--- src/rtl/seq_pkg.sv ---
// rtl/seq_pkg.sv - shared constants and helpers for the parametrised sequence detector
package seq_pkg;

    localparam int ST_IDLE     = 0;
    localparam int PAT_LEN_MIN = 2;
    localparam int PAT_LEN_MAX = 16;

    function automatic int clog2(input int value);
        int r;
        r = 0;
        for (int x = value - 1; x > 0; x = x >> 1) begin
            r++;
        end
        return r;
    endfunction

endpackage

--- src/rtl/seq_prefix_match.sv ---
// rtl/seq_prefix_match.sv - longest pattern prefix matching the tail of {history, data_in}
module seq_prefix_match
    import seq_pkg::*;
#(
    parameter int PAT_LEN = 4,
    parameter int ST_W    = clog2(PAT_LEN + 1)
) (
    input  logic [PAT_LEN-2:0] history,
    input  logic [ST_W-1:0]    hcnt,
    input  logic               data_in,
    input  logic [PAT_LEN-1:0] pat_q,
    input  logic               restart,
    output logic [ST_W-1:0]    next_state
);

    logic [PAT_LEN-1:0] w_seq;
    logic [ST_W-1:0]    w_hcnt_eff;
    logic               w_hit;

    // Bit 0 of w_seq is the newest bit; a k-bit tail is compared against pat_q[PAT_LEN-1 -: k].
    always_comb begin
        w_seq      = {history, data_in};
        w_hcnt_eff = restart ? '0 : hcnt;
        next_state = ST_W'(ST_IDLE);
        w_hit      = 1'b0;
        for (int k = 1; k <= PAT_LEN; k++) begin
            w_hit = (k <= int'(w_hcnt_eff) + 1);
            for (int j = 0; j < k; j++) begin
                if (w_seq[j] != pat_q[PAT_LEN-k+j]) begin
                    w_hit = 1'b0;
                end
            end
            if (w_hit) begin
                next_state = ST_W'(k);
            end
        end
    end

endmodule

--- src/rtl/seq_detect_moore_param.sv ---
// rtl/seq_detect_moore_param.sv - programmable-pattern Moore detector with saturating match counter
module seq_detect_moore_param
    import seq_pkg::*;
#(
    parameter int PAT_LEN = 4,
    parameter int CNT_W   = 8,
    parameter int ST_W    = clog2(PAT_LEN + 1)
) (
    input  logic               clk,
    input  logic               rst,
    input  logic               clear,
    input  logic               in_valid,
    input  logic               data_in,
    input  logic [PAT_LEN-1:0] pattern,
    input  logic               overlap,
    output logic               data_out,
    output logic [CNT_W-1:0]   match_cnt,
    output logic [ST_W-1:0]    state,
    output logic [ST_W-1:0]    next_state
);

    localparam logic [ST_W-1:0] ST_FULL  = ST_W'(PAT_LEN);
    localparam logic [ST_W-1:0] HCNT_MAX = ST_W'(PAT_LEN - 1);

    logic [ST_W-1:0]    r_state;
    logic [PAT_LEN-2:0] r_hist;
    logic [ST_W-1:0]    r_hcnt;
    logic [CNT_W-1:0]   r_cnt;
    logic [PAT_LEN-1:0] r_pat;
    logic               r_ovl;

    logic               w_restart;
    logic [ST_W-1:0]    w_ns_calc;
    logic [ST_W-1:0]    w_next;
    logic [PAT_LEN-2:0] w_hist_next;
    logic [ST_W-1:0]    w_hcnt_next;

    // In non-overlap mode a completed match discards all history before the next bit.
    assign w_restart = (r_state == ST_FULL) && !r_ovl;

    seq_prefix_match #(
        .PAT_LEN (PAT_LEN),
        .ST_W    (ST_W)
    ) u_match (
        .history    (r_hist),
        .hcnt       (r_hcnt),
        .data_in    (data_in),
        .pat_q      (r_pat),
        .restart    (w_restart),
        .next_state (w_ns_calc)
    );

    always_comb begin
        w_next      = in_valid ? w_ns_calc : r_state;
        w_hist_next = w_restart ? (PAT_LEN-1)'(data_in)
                                : ((r_hist << 1) | (PAT_LEN-1)'(data_in));
        if (w_restart) begin
            w_hcnt_next = ST_W'(1);
        end else if (r_hcnt == HCNT_MAX) begin
            w_hcnt_next = r_hcnt;
        end else begin
            w_hcnt_next = r_hcnt + 1'b1;
        end
    end

    always_ff @(posedge clk) begin
        if (!rst || clear) begin
            r_state <= ST_W'(ST_IDLE);
            r_hist  <= '0;
            r_hcnt  <= '0;
            r_cnt   <= '0;
            r_pat   <= pattern;
            r_ovl   <= overlap;
        end else if (in_valid) begin
            r_state <= w_ns_calc;
            r_hist  <= w_hist_next;
            r_hcnt  <= w_hcnt_next;
            if ((w_ns_calc == ST_FULL) && (r_cnt != '1)) begin
                r_cnt <= r_cnt + 1'b1;
            end
        end
    end

    assign data_out   = (r_state == ST_FULL);
    assign match_cnt  = r_cnt;
    assign state      = r_state;
    assign next_state = w_next;

endmodule

--- config.mk ---
export PLATFORM = sky130hd
export DESIGN_NAME = seq_detect_moore_param
export DESIGN_NICKNAME = d
export VERILOG_FILES = /design/src/rtl/seq_pkg.sv /design/src/rtl/seq_prefix_match.sv /design/src/rtl/seq_detect_moore_param.sv
export SDC_FILE = /design/constraint.sdc
export NUM_CORES = 1
export LEC_CHECK = 0
export CAP_MARGIN = 20
export CORE_MARGIN = 1
export CORE_UTILIZATION = 35
export DETAILED_ROUTE_END_ITERATION = 8
export DONT_BUFFER_PORTS = 1
export MAX_ROUTING_LAYER = met4
export SYNTH_ARGS = -nofsm -noshare
export SYNTH_HDL_FRONTEND = slang
export SYNTH_HIERARCHICAL = 1
export SYNTH_SLANG_ARGS = --single-unit
--- constraint.sdc ---
create_clock -name clk -period 3.7 [get_ports clk]
set_input_delay 0 -clock clk [delete_from_list [all_inputs] [get_ports clk]]
set_output_delay 0 -clock clk [all_outputs]
set_load 0.1 [all_outputs]
==> key figures <==
STA
  • Final setup skew: 1.06 ps
  • Part of the cycle the worst path needs: 86.5%
  • Max Slew Vio Count: 0
  • Worst-Margin Slew: 1100 ps
  • Count of final hold-check violations: 0
  • RSZ-0062 raised after global routing: false
  • Final min period: 3200 ps
  • Endpoints failing setup: 0
  • Fmax: 312 MHz
  • Hold_ws: 122 ps
  • Slew headroom: 26.8%
  • Setup TNS Final: 0 ps

Floorplan
  • Initial Util: 36.8%
  • # rows: 21
  • # IOs: 25
  • Die Wd: 61.2 µm
  • Die area: 3750 µm²
  • Core box area: 3340 µm²
  • Die Height: between 60 and 70 µm

Clock network
  • Post-CTS Setup Bufs: 0
  • Post-CTS resize count: 0
  • CTS root buffer: clkbuf_4
  • Hold Buf Count CTS: 7
  • Worst-Skew Late Latency: 300 ps
  • H-tree depth: 1
  • CTS Sinks: 22
  • Clk buf depth: 2
  • Clock slew at reported path FFs: between 100 and 150 ps
  • CTS Buf Count: 3
  • CTS tree: done

Routing
  • Drt drc: 0
  • DRT Pass-1 Iters: 4
  • DR vias: a little over 900
  • Avg WL per Cell: 12.8 µm
  • Final ANT Viol Nets: 0
  • DRT Wirelength: 2440 µm
  • Initial DRC count: 10
  • Avg Vias per Cell: 4.91

Synth
  • Synth area leaders: dfxtp_1 (28%), edfxtp_1 (12%), ha_1 (7.1%), xnor2_1 (5.0%), xor2_1 (5.0%)
  • Syn_nets: between 100 and 150
  • Largest family of logic cells by synthesized area: simple AND/OR/NAND/NOR gates
  • Post-synthesis cell count: 123
  • Yosys top cell by area: dfxtp_1
  • Syn. warnings: 6
  • Distinct cells, synth: 42
  • Post-synth EDFFs: 5
  • Register area share after synthesis: 40.0%
  • Mux share of post-synthesis cell area: 5.50%
  • Ys flop type: dfxtp_1
  • Synthesized area: 1230 µm²
  • Compound-cell area share of the yosys netlist: 13.4%
  • Yosys top cell area share: 27.7%
  • Synthesis-stage register bit count: 22
  • Post-Synth XOR/XNOR Area: 9.99%
  • Synth Area in Simple Gates: 19.6%
  • Async S/R FF share, synth: 0%
  • Adder-Cell Fraction of Synth Area: 7.14%
  • Post-Syn Area per Cell: 9.98 µm²

Layout
  • Most common cell after layout, fill and taps aside: dfxtp_1
  • Diode count: 0
  • Layout cells sized above 1: 21.5%
  • Fill cells: 329
  • Commonest cells after routing, fill and taps aside: dfxtp_1 (17), buf_4 (13), a21oi_1 (8), nor2_1 (8), dlygate4sd3_1 (8)
  • Nets: 162
  • Area growth, synth to finish: 22.0%

Placed design
  • Port Buffers: 0
  • RD Place Congestion: 0.895
  • Detailed Place HPWL: 1850 µm

Worst setup path
  • Critical Path RT: slightly below 4000 ps
  • FF-to-FF path depth: 13
  • Crit path DAT: around 3500 ps
  • R2R setup slack: 500 ps
  • Worst-path fanout max: 5
  • R2r endpoint: match_cnt[4]
  • CP Class: register to register
  • Critical R2R Launch: r_ovl
  • CP endpoint kind: register
  • CP Launch Type: register

Min path
  • Worst Hold Launch: in_valid
  • Hold Path Sink: r_hcnt[0]
  • Hold Path Depth: 2
  • Hold Crit Class: input pin to register

Job
  • Total of max-cap violations: 0

GRT
  • Largest net degree at the start of global routing: 23
  • Vias in the first global route: 879
  • Initial antenna violation count: 0
  • All-layer global routing usage: 14.6%
  • First-pass GRT wire length: 3800 µm
  • Overflow after GRT: 0

Power
  • Pleak: 0.592 nW
  • Worst VDD drop: 0.231 mV
  • Power Density: 301 nW/µm²

Run status
  • Outcome: complete, no violations
==> metal layers <==
layer | part of all wire, % | up-vias | global-route usage (%)
met5 | 0 | - | -
met4 | 0.86 | 0 | 7.47
met3 | 5.7 | 2 | 4.62
met2 | 52 | 15 | 24.4
li1 | - | 476 | -
met1 | 41 | 440 | 15.4
==> final cells by class <==
| type | count | area [µm²] | area share (%) |
|---|---|---|---|
| inverters | 6 | 23.8 | 1.59 |
| clock buffers | 4 | 36.3 | 2.42 |
| multi-input cells | 90 | 687 | 45.9 |
| repair buffers | 22 | 203 | 13.5 |
| well taps | 46 | 57.6 | 3.84 |
| flip-flops and latches | 22 | 490 | 32.7 |
==> critical path, cell delays in order (launching register included) <==
cell and delay (ps):
edfxtp_1 380, or4b_4 530, clkinv_2 90, nand2b_1 150, inv_1 80, ha_1 220, a21bo_1 190, mux2i_2 90
nor2_1 300, a21oi_1 90, and4bb_2 380, o21ai_2 100, or4_1 470, nand2_1 70
==> report_power, final <==
| group | internal (mW) | switching, mW |
|---|---|---|
| Sequential | 0.253 | 0.00683 |
| Combinational | 0.0259 | 0.0383 |
| Clock | 0.0600 | 0.0670 |
==> synthesized netlist by cell type, types with 2 or more instances <==
cell type and instances:
nand3_1 4, a21oi_1 8, o211ai_1 2, o21ai_0 3, nor2b_1 5, a21bo_1 2, ha_1 7, nand2b_1 5
xnor2_1 7, mux2_2 3, or3_1 2, nor3b_1 2, clkbuf_1 2, mux2i_1 2, inv_1 5, nand4_1 2
nor2_1 8, nand2_1 4, xor2_1 7, dfxtp_1 17, edfxtp_1 5
==> worst max-delay path by stage <==
stage	start	end	slack (ps)	depth (start not counted)
final	r_ovl	match_cnt[4]	500	13
after global routing	r_ovl	match_cnt[4]	340	13
after CTS	r_ovl	match_cnt[4]	510	13
after detailed placement	r_ovl	match_cnt[4]	530	13
after global placement	r_ovl	match_cnt[4]	600	13
after floorplan	state[2]	match_cnt[4]	110	13
==> sequential cells by signal, summed over array words and instances (netlist names) <==
name       count
match_cnt      8
r_pat          4
r_hcnt         3
r_hist         3
state          3
r_ovl          1
==> through the flow <==
stage | instance area, µm² | setup WS, ps | cells | utilization [%] | power, mW
finish | 1500 | 499 | 190 | 44.9 | 0.451
global route | 1500 | 336 | 190 | 44.9 | 0.476
CTS | 1490 | 509 | 189 | 44.6 | 0.458
detailed placement | 1380 | 525 | 178 | 41.4 | 0.321
global placement | 1380 | 598 | 178 | 41.4 | 0.319
floorplan | 1230 | 107 | 123 | - | 0.314
==> cell families (layout without fill, tap and decap cells) <==
kind of cell | after synthesis | after routing
simple gates | 40 | 40
buf+inv | 11 | 32
mux | 6 | 6
fa+ha+maj | 7 | 7
xor+xnor | 14 | 14
flops | 22 | 22
compound gates | 23 | 23
Note: power is estimated with default switching activity, not from simulation.
